===== src/rtl/freq_div_ctrl_pkg.sv =====
// ----------------------------------------------------------------------------
// freq_div_ctrl_pkg
// Shared types and constants for the runtime-programmable clock divider.
//   fdc_state_e       : controller state (STOP, RUN, PEND)
//   FDC_DEFAULT_CNT_W : default width of the half-period counter/config value
// Optional feature macro used by the top: FREQ_DIV_CTRL_TICK_CNT_EN
// ----------------------------------------------------------------------------
package freq_div_ctrl_pkg;

    localparam int FDC_DEFAULT_CNT_W = 16;

    typedef enum logic [1:0] {
        STOP = 2'd0,
        RUN  = 2'd1,
        PEND = 2'd2
    } fdc_state_e;

endpackage


===== src/rtl/fdc_half_counter.sv =====
// ----------------------------------------------------------------------------
// fdc_half_counter
// Half-period counter for freq_div_ctrl. Counts 0..half_i-1 while enabled and
// flags the cycle in which the divided clock must toggle; the count wraps to 0
// on that same edge.
// Ports:
//   clk_in    in   system clock (rising edge)
//   reset_n   in   asynchronous active-low reset
//   enable_i  in   count while high
//   load_i    in   restart the count at 0 for a newly loaded half-period
//   clear_i   in   hold the count at 0 (stopped)
//   half_i    in   half-period in use, CNT_W bits
//   toggle_o  out  count has reached half_i-1 this cycle
// ----------------------------------------------------------------------------
module fdc_half_counter
    import freq_div_ctrl_pkg::*;
#(
    parameter int CNT_W = FDC_DEFAULT_CNT_W
) (
    input  logic             clk_in,
    input  logic             reset_n,
    input  logic             enable_i,
    input  logic             load_i,
    input  logic             clear_i,
    input  logic [CNT_W-1:0] half_i,
    output logic             toggle_o
);

    logic [CNT_W-1:0] count_q;
    logic [CNT_W-1:0] count_d;

    assign toggle_o = enable_i && (count_q == (half_i - CNT_W'(1)));

    // Next count: clear/load dominate, otherwise advance and wrap on toggle.
    always_comb begin
        count_d = count_q;
        if (clear_i || load_i) begin
            count_d = '0;
        end else if (enable_i) begin
            count_d = toggle_o ? '0 : count_q + CNT_W'(1);
        end
    end

    // Counter register.
    always_ff @(posedge clk_in or negedge reset_n) begin
        if (!reset_n) begin
            count_q <= '0;
        end else begin
            count_q <= count_d;
        end
    end

endmodule


===== src/rtl/freq_div_ctrl.sv =====
// ----------------------------------------------------------------------------
// freq_div_ctrl
// Runtime-programmable clock divider. Produces a 50%-duty registered clk_out
// and single-cycle rise/fall ticks. New half-periods arrive over a valid/ready
// port and are applied only at a falling toggle, so clk_out never shows a runt
// pulse. A half-period of 0 stops the output at the next falling toggle.
// Ports:
//   clk_in       in   system clock (rising edge)
//   reset_n      in   asynchronous active-low reset
//   cfg_valid    in   config request
//   cfg_ready    out  config can be accepted (low while one is pending)
//   cfg_half     in   requested half-period, 0 = stop
//   clk_out      out  divided clock
//   tick_rise    out  high in the first cycle clk_out reads 1
//   tick_fall    out  high in the first cycle clk_out reads 0 (not on stop)
//   running      out  state is RUN or PEND
//   active_half  out  half-period in use, 0 when stopped
//   tick_cnt     out  count of tick_rise pulses (only with
//                     FREQ_DIV_CTRL_TICK_CNT_EN defined)
// ----------------------------------------------------------------------------
module freq_div_ctrl
    import freq_div_ctrl_pkg::*;
#(
    parameter int          CNT_W        = FDC_DEFAULT_CNT_W,
    parameter int unsigned DEFAULT_HALF = 195
) (
    input  logic             clk_in,
    input  logic             reset_n,
    input  logic             cfg_valid,
    output logic             cfg_ready,
    input  logic [CNT_W-1:0] cfg_half,
    output logic             clk_out,
    output logic             tick_rise,
    output logic             tick_fall,
    output logic             running,
    output logic [CNT_W-1:0] active_half
`ifdef FREQ_DIV_CTRL_TICK_CNT_EN
    ,
    output logic [15:0]      tick_cnt
`endif
);

    localparam logic [CNT_W-1:0] RST_HALF  = CNT_W'(DEFAULT_HALF);
    localparam fdc_state_e       RST_STATE = (RST_HALF != '0) ? RUN : STOP;

    fdc_state_e       state_q, state_d;
    logic [CNT_W-1:0] active_q, active_d;
    logic [CNT_W-1:0] pend_q, pend_d;
    logic             clk_q, clk_d;
    logic             rise_q, rise_d;
    logic             fall_q, fall_d;
    logic             cnt_load;
    logic             toggle;
    logic             hs;

    assign cfg_ready   = (state_q != PEND);
    assign hs          = cfg_valid && cfg_ready;
    assign clk_out     = clk_q;
    assign tick_rise   = rise_q;
    assign tick_fall   = fall_q;
    assign running     = (state_q != STOP);
    assign active_half = active_q;

    fdc_half_counter #(
        .CNT_W (CNT_W)
    ) u_counter (
        .clk_in   (clk_in),
        .reset_n  (reset_n),
        .enable_i (state_q != STOP),
        .load_i   (cnt_load),
        .clear_i  (state_q == STOP),
        .half_i   (active_q),
        .toggle_o (toggle)
    );

    // Controller: a pending value is only consumed on a falling toggle, and a
    // handshake landing on a falling toggle in RUN waits for the next one.
    // Falling into STOP raises no tick, since ticks stay low in STOP.
    always_comb begin
        state_d  = state_q;
        active_d = active_q;
        pend_d   = pend_q;
        clk_d    = clk_q;
        rise_d   = 1'b0;
        fall_d   = 1'b0;
        cnt_load = 1'b0;
        case (state_q)
            STOP: begin
                clk_d = 1'b0;
                if (hs && (cfg_half != '0)) begin
                    active_d = cfg_half;
                    state_d  = RUN;
                    cnt_load = 1'b1;
                end
            end
            RUN: begin
                if (toggle) begin
                    clk_d  = !clk_q;
                    rise_d = !clk_q;
                    fall_d = clk_q;
                end
                if (hs) begin
                    pend_d  = cfg_half;
                    state_d = PEND;
                end
            end
            PEND: begin
                if (toggle && clk_q) begin
                    clk_d    = 1'b0;
                    cnt_load = 1'b1;
                    if (pend_q != '0) begin
                        active_d = pend_q;
                        fall_d   = 1'b1;
                        state_d  = RUN;
                    end else begin
                        active_d = '0;
                        state_d  = STOP;
                    end
                end else if (toggle) begin
                    clk_d  = 1'b1;
                    rise_d = 1'b1;
                end
            end
            default: begin
                state_d  = STOP;
                active_d = '0;
                clk_d    = 1'b0;
            end
        endcase
    end

    // State, config and output registers.
    always_ff @(posedge clk_in or negedge reset_n) begin
        if (!reset_n) begin
            state_q  <= RST_STATE;
            active_q <= RST_HALF;
            pend_q   <= '0;
            clk_q    <= 1'b0;
            rise_q   <= 1'b0;
            fall_q   <= 1'b0;
        end else begin
            state_q  <= state_d;
            active_q <= active_d;
            pend_q   <= pend_d;
            clk_q    <= clk_d;
            rise_q   <= rise_d;
            fall_q   <= fall_d;
        end
    end

`ifdef FREQ_DIV_CTRL_TICK_CNT_EN
    logic [15:0] tick_cnt_q;

    // Rise-tick counter; any accepted config clears it, taking priority.
    always_ff @(posedge clk_in or negedge reset_n) begin
        if (!reset_n) begin
            tick_cnt_q <= '0;
        end else if (hs) begin
            tick_cnt_q <= '0;
        end else if (rise_d) begin
            tick_cnt_q <= tick_cnt_q + 16'd1;
        end
    end

    assign tick_cnt = tick_cnt_q;
`endif

endmodule


===== config.mk =====
export PLATFORM = sky130hd
export DESIGN_NAME = freq_div_ctrl
export DESIGN_NICKNAME = d
export VERILOG_FILES = /design/src/rtl/freq_div_ctrl_pkg.sv /design/src/rtl/fdc_half_counter.sv /design/src/rtl/freq_div_ctrl.sv
export SDC_FILE = /design/constraint.sdc
export NUM_CORES = 1
export LEC_CHECK = 0
export ABC_AREA = 1
export CORE_AREA = 2 2 93 95
export DETAILED_ROUTE_END_ITERATION = 10
export DIE_AREA = 0 0 95 97
export PLACE_DENSITY_LB_ADDON = 0.25
export SETUP_SLACK_MARGIN = 0.3
export SLEW_MARGIN = 10
export SYNTH_ARGS = -nofsm -noshare
export SYNTH_HDL_FRONTEND = slang
export SYNTH_SLANG_ARGS = --single-unit
export TNS_END_PERCENT = 20

===== constraint.sdc =====
create_clock -name clk_in -period 4.7 [get_ports clk_in]
set_clock_uncertainty 0.2 [all_clocks]
set_input_delay 1.175 -clock clk_in [delete_from_list [all_inputs] [get_ports clk_in]]
set_output_delay 1.175 -clock clk_in [all_outputs]
set_load 0.05 [all_outputs]

# Word-level counts from Yosys, hierarchy flattened
# Index checks and enable logic that the tools add are counted.
totals:
  rom_bits: 0
  memories: 0
  latchBits: 0
  inputBits: 19
  ramBits: 0
  regBits: 53
op_classes:
  mul: 0
  n_lt_le_gt_ge: 0
  n_bitwise: 1
  n_eq_ne: 9
  mux: 27
  n_div: 0
  reduce_logical: 15
  addsub: 2
  shifts: 0
op_table:
  columns: ["op", "n"]
  rows:
  - ["two-way mux 16 bit", 6]
  - ["one-hot mux 16 bit (3 select lines)", 1]
  - ["nonzero test 16 bit", 2]
  - ["adder 16 x 1 -> 16 bit (second input constant)", 1]
  - ["equality test 16 bit", 1]
  - ["subtractor 16 x 1 -> 16 bit (second input constant)", 1]
  - ["two-way mux 1 bit", 12]
  - ["inequality test 2 bit (second input constant)", 5]
  - ["one-hot mux 1 bit (2 select lines)", 4]
  - ["two-way mux 2 bit", 3]
  - ["one-hot mux 2 bit (3 select lines)", 1]
  - ["AND reduction 3 bit", 2]
  - ["logical AND 1 bit", 4]
  - ["AND reduction 2 bit", 2]
  - ["nonzero test 2 bit", 2]
  - ["inequality test 3 bit (second input constant)", 1]
  - ["equality test 2 x 1 -> 1 bit (second input constant)", 1]
  - ["equality test 2 bit (second input constant)", 1]
  - ["zero test 2 bit", 1]
  - ["zero test 1 bit", 1]
  - ["logical OR 1 bit", 1]
  - ["inverter 1 bit", 1]

# Longest topological paths before layout
logic_depth:
  word_depth: 8
  mapped_depth: 17

# Cells and area by module
# From an unflattened synthesis, not the netlist that was laid out.
unflattened:
  cells_unflattened: 482
  area_unflattened_um2: 3563.4
modules_own_cells:
  columns: ["module", "n_inst", "area_each_um2", "cells_per_inst"]
  rows:
  - ["freq_div_ctrl", 1, 1923.1, 236]
  - ["fdc_half_counter", 1, 1640.3, 246]

# Least setup slack after synthesis
# OpenSTA, ideal clock, no wires.
synth_path:
  kind: "register to output"
  from: "register state_q[0]"
  to: "output port running"
  path_buffers: 1
  path_stages_with_launch: 5
  t_arrival_ps: 1598
  path_slack_ps: 1727
  required_ps: 3325
  path_cell_list: "dfstp_2 > inv_1 > ha_1 > clkinv_1 > clkbuf_1"
synth_between:
  elab_chain_cells: 1
synth_rtl:
  columns: ["item", "line", "rtl"]
  rows:
  - ["start: declaration", "freq_div_ctrl.sv:46", "fdc_state_e state_q, state_d;"]
  - ["start signal: assignment", "freq_div_ctrl.sv:142", "state_q <= state_d;"]
  - ["nonzero test 2 bit", "freq_div_ctrl.sv:61", "assign running = (state_q != STOP);"]
  - ["end: declaration", "freq_div_ctrl.sv:35", "output logic running,"]
# No other way between the ends.

# Worst setup path in the final report
layout_path:
  from: "register state_q[0]"
  to: "output port cfg_ready"
layout_between:
  elab_chain_cells: 1
layout_rtl:
  columns: ["item", "line", "rtl"]
  rows:
  - ["inequality test 2 bit", "freq_div_ctrl.sv:56", "assign cfg_ready = (state_q != PEND);"]
  - ["end: declaration", "freq_div_ctrl.sv:30", "output logic cfg_ready,"]
# No other way between the ends.

==> impl_metrics.yaml <==
critical_path:
  crit_top_cell: "inv_1"
  cp_slowest_cell: "clkdlybuf4s50_1"
  worstSetupEndpointType: "output pin"
  timing.rr.end: "active_half[14]$_DFFE_PN0P_"
  path_cells: "inv_1 -> ha_1 -> inv_1 -> clkdlybuf4s50_1"
  reg2reg_depth: 10
  r2r_setup_slack_ps: 1680
  startpoint_type: "flip-flop"
  cp.arrival_ps: 2560
  cp_max_fo: 12
  crit_type: "reg -> out"
  worstPathRequired_ps: 3320
  max_stage_delay_ps: 880
  rr_startpoint: "state_q[0]$_DFFE_PN1P_"
placed_design:
  gp_congestion: 0.8802
  io_buffers: 39
  dp_slack_ps: 1130
  placed_cells: 569
  hpwl_um: 5927
  placed_cell_area_um2: 3667
global_routing:
  grt_pass1_vias: 2632
  antenna_found_initial: 0
  grt-ovfl-total: 0
  grt_first_pass_wirelength_um: 12700
  grt_max_degree: 33
  grtUsageTotal_pct: 17.26
synth:
  synth.top_cell.area_share_pct: 37.62
  synth_top_cell_by_area: "dfrtp_1"
  netlist_area_um2: 3193
  yosysUniqueCellTypes: 37
  syn_nets: 459
  synth.most_common_cell: "nand2_1"
  yosysSeqAreaShare_pct: 41.73
  ys_ff_latch: 53
  synthTopCellsByArea: "dfrtp_1 38%, nand2_1 15%, inv_1 6.0%"
  synth_cells: 434
  async_flop_share_pct: 100.0
  synth-edff-count: 0
  synthTopCellsByCount: "128 x nand2_1, 51 x inv_1, 48 x dfrtp_1"
  ys_warn_count: 0
  avgSynthCellArea_um2: 7.357
  ys.flop_type: "dfrtp_1"
detailed_routing:
  drtPass1Iterations: 4
  vias: 2856
  wl_per_cell_um: 13.05
  drt_iter0_drc: 134
  routed_wl_um: 7529
  final_antenna_net_count: 0
  via_per_inst: 4.950
  remaining_drc_errors: 0
outcome:
  status: "finished clean"
cells_and_area:
  diodes: 0
  syn_to_final_growth_pct: 18.46
  final_area_um2: 3782
  drive_gt1_share_pct: 7.203
  fin_cells: 577
  multiInputGateArea_um2: 1600
  register_area_um2: 1333
  final_nets: 496
  fill_cells: 820
cts:
  path_clk_slew_ps: 100
  cts_setup_buffers: 0
  worstSkewPairLatency_ps: 320
  cts_hold_buf: 0
  cts_inserted_buffers: 5
  cts_max_level: 2
  clockBufferDepth: 2
  ctsRootBufferMaster: "clkbuf_8"
  cts_resized: 0
  cts_sinks: 53
  cts_tree: "done"
die:
  ios: 40
  core_area_um2: 8134
  die-area_um2: 9215
  dieHeight_um: 97
  std_cell_rows: 33
  initial_core_util_pct: 39.26
  die_x_um: 95
sta:
  hold_viol: 0
  fin_ws_ps: 764.8
  rsz0062_at_grt: "false"
  post-route-period-util_pct: 83.73
  period_needed_ps: 3935
  max_freq_mhz: 254.1
  fin_tns_setup_ps: 0
  slew_headroom_pct: 42.88
  finalSetupViolations: 0
  final_max_slew_viol_count: 0
  worst_pin_slew_ps: 854.8
hold_path:
  whs_path_depth: 2
  holdPathEnd: "pend_q[13]$_DFFE_PN0P_"
  worstHoldStart: "pend_q[13]$_DFFE_PN0P_"
  hold_path.class: "reg -> reg"
power:
  peakVddDrop_mv: 0.1223
  pwr_density_cell_nw_per_um2: 215.6
  p_leak_nw: 1.862
flow_run:
  maxCapViolations: 0
==> area by class of cell <==
class,count,share of cell area (%)
clock buffer,5,1.819
inverter,56,5.557
sequential,53,35.23
clock inverter,3,1.224
timing repair buffer,40,10.39
multi-input combinational,315,42.31
tap,105,3.473
==> worst max path at each step <==
| stage | depth (start not counted) | slack (ps) | endpoint | from |
|---|---|---|---|---|
| floorplan | 4 | 1730 | running | state_q[0]$_DFFE_PN1P_ |
| global placement | 4 | 1160 | cfg_ready | state_q[0]$_DFFE_PN1P_ |
| detailed placement | 4 | 1130 | cfg_ready | state_q[0]$_DFFE_PN1P_ |
| CTS | 4 | 750 | cfg_ready | state_q[0]$_DFFE_PN1P_ |
| global route | 4 | 610 | cfg_ready | state_q[0]$_DFFE_PN1P_ |
| finish | 4 | 760 | cfg_ready | state_q[0]$_DFFE_PN1P_ |
==> per-stage QoR <==
step           power, mW  utilization, %  hold WS [ps]
3_3_place_gp      0.4969           45.09         267.7
2_1_floorplan     0.4690               -         253.0
6_report          0.8153           46.50         297.3
3_5_place_dp      0.4974           45.09         273.8
4_1_cts           0.8226           46.50         300.2
5_1_grt           0.8472           46.50         328.8
==> cell usage in the layout (no fill, tap or decap), types with 5 or more instances in the layout <==
| master | instances |
|---|---|
| clkbuf_8 | 5 |
| clkdlybuf4s50_1 | 38 |
| dfrtp_1 | 48 |
| dfstp_2 | 5 |
| ha_1 | 6 |
| inv_1 | 51 |
| nand2_1 | 128 |
| nand3_1 | 31 |
| nand4_1 | 6 |
| nor2_1 | 43 |
| nor3_1 | 7 |
| nor4_1 | 6 |
| o21ai_0 | 30 |
| o22ai_1 | 8 |
| xnor2_1 | 7 |
| xor2_1 | 9 |
==> critical path: cells and delay by family (launching register included) <==
family	cells	cell delay, ps
DFF	1	580
adders and majority gates	1	370
buffers and inverters	3	1280
==> cell families after synthesis <==
group,count (synthesis),share of synthesized area (%)
AOI/OAI and AO/OA,51,8.895
xor gates and xnor gates,16,4.389
adders and majority gates,6,2.351
buffers and inverters,66,8.150
DFF,53,41.73
and+or+nand+nor,242,34.48
==> routing by layer <==
metal | vias up | global-route usage [%] | wire length (µm) | share of wire, %
met5 | - | 0 | 0 | 0
met4 | 0 | 4.236 | 113 | 1.5
met3 | 10 | 3.271 | 327 | 4.3
met2 | 77 | 27.77 | 3600 | 48
met1 | 1300 | 23.83 | 3487 | 46
li1 | 1469 | - | - | -
==> state kept, by name, indices dropped and copies added (netlist names) <==
register,count
clk_out,1
active_half,16
tick_rise,1
u_counter.count_q,16
pend_q,16
tick_fall,1
state_q,2
==> power breakdown <==
part / leakage, nW / total [mW] / switching, mW / internal (mW)
Sequential: 0.703 / 0.456 / 0 / 0.456
Clock: 0.0543 / 0.328 / 0.168 / 0.160
Combinational: 1.11 / 0.0315 / 0.0167 / 0.0149
Total: 1.86 / 0.815 / 0.185 / 0.631
No activity file was read; power rests on OpenSTA's default activity.
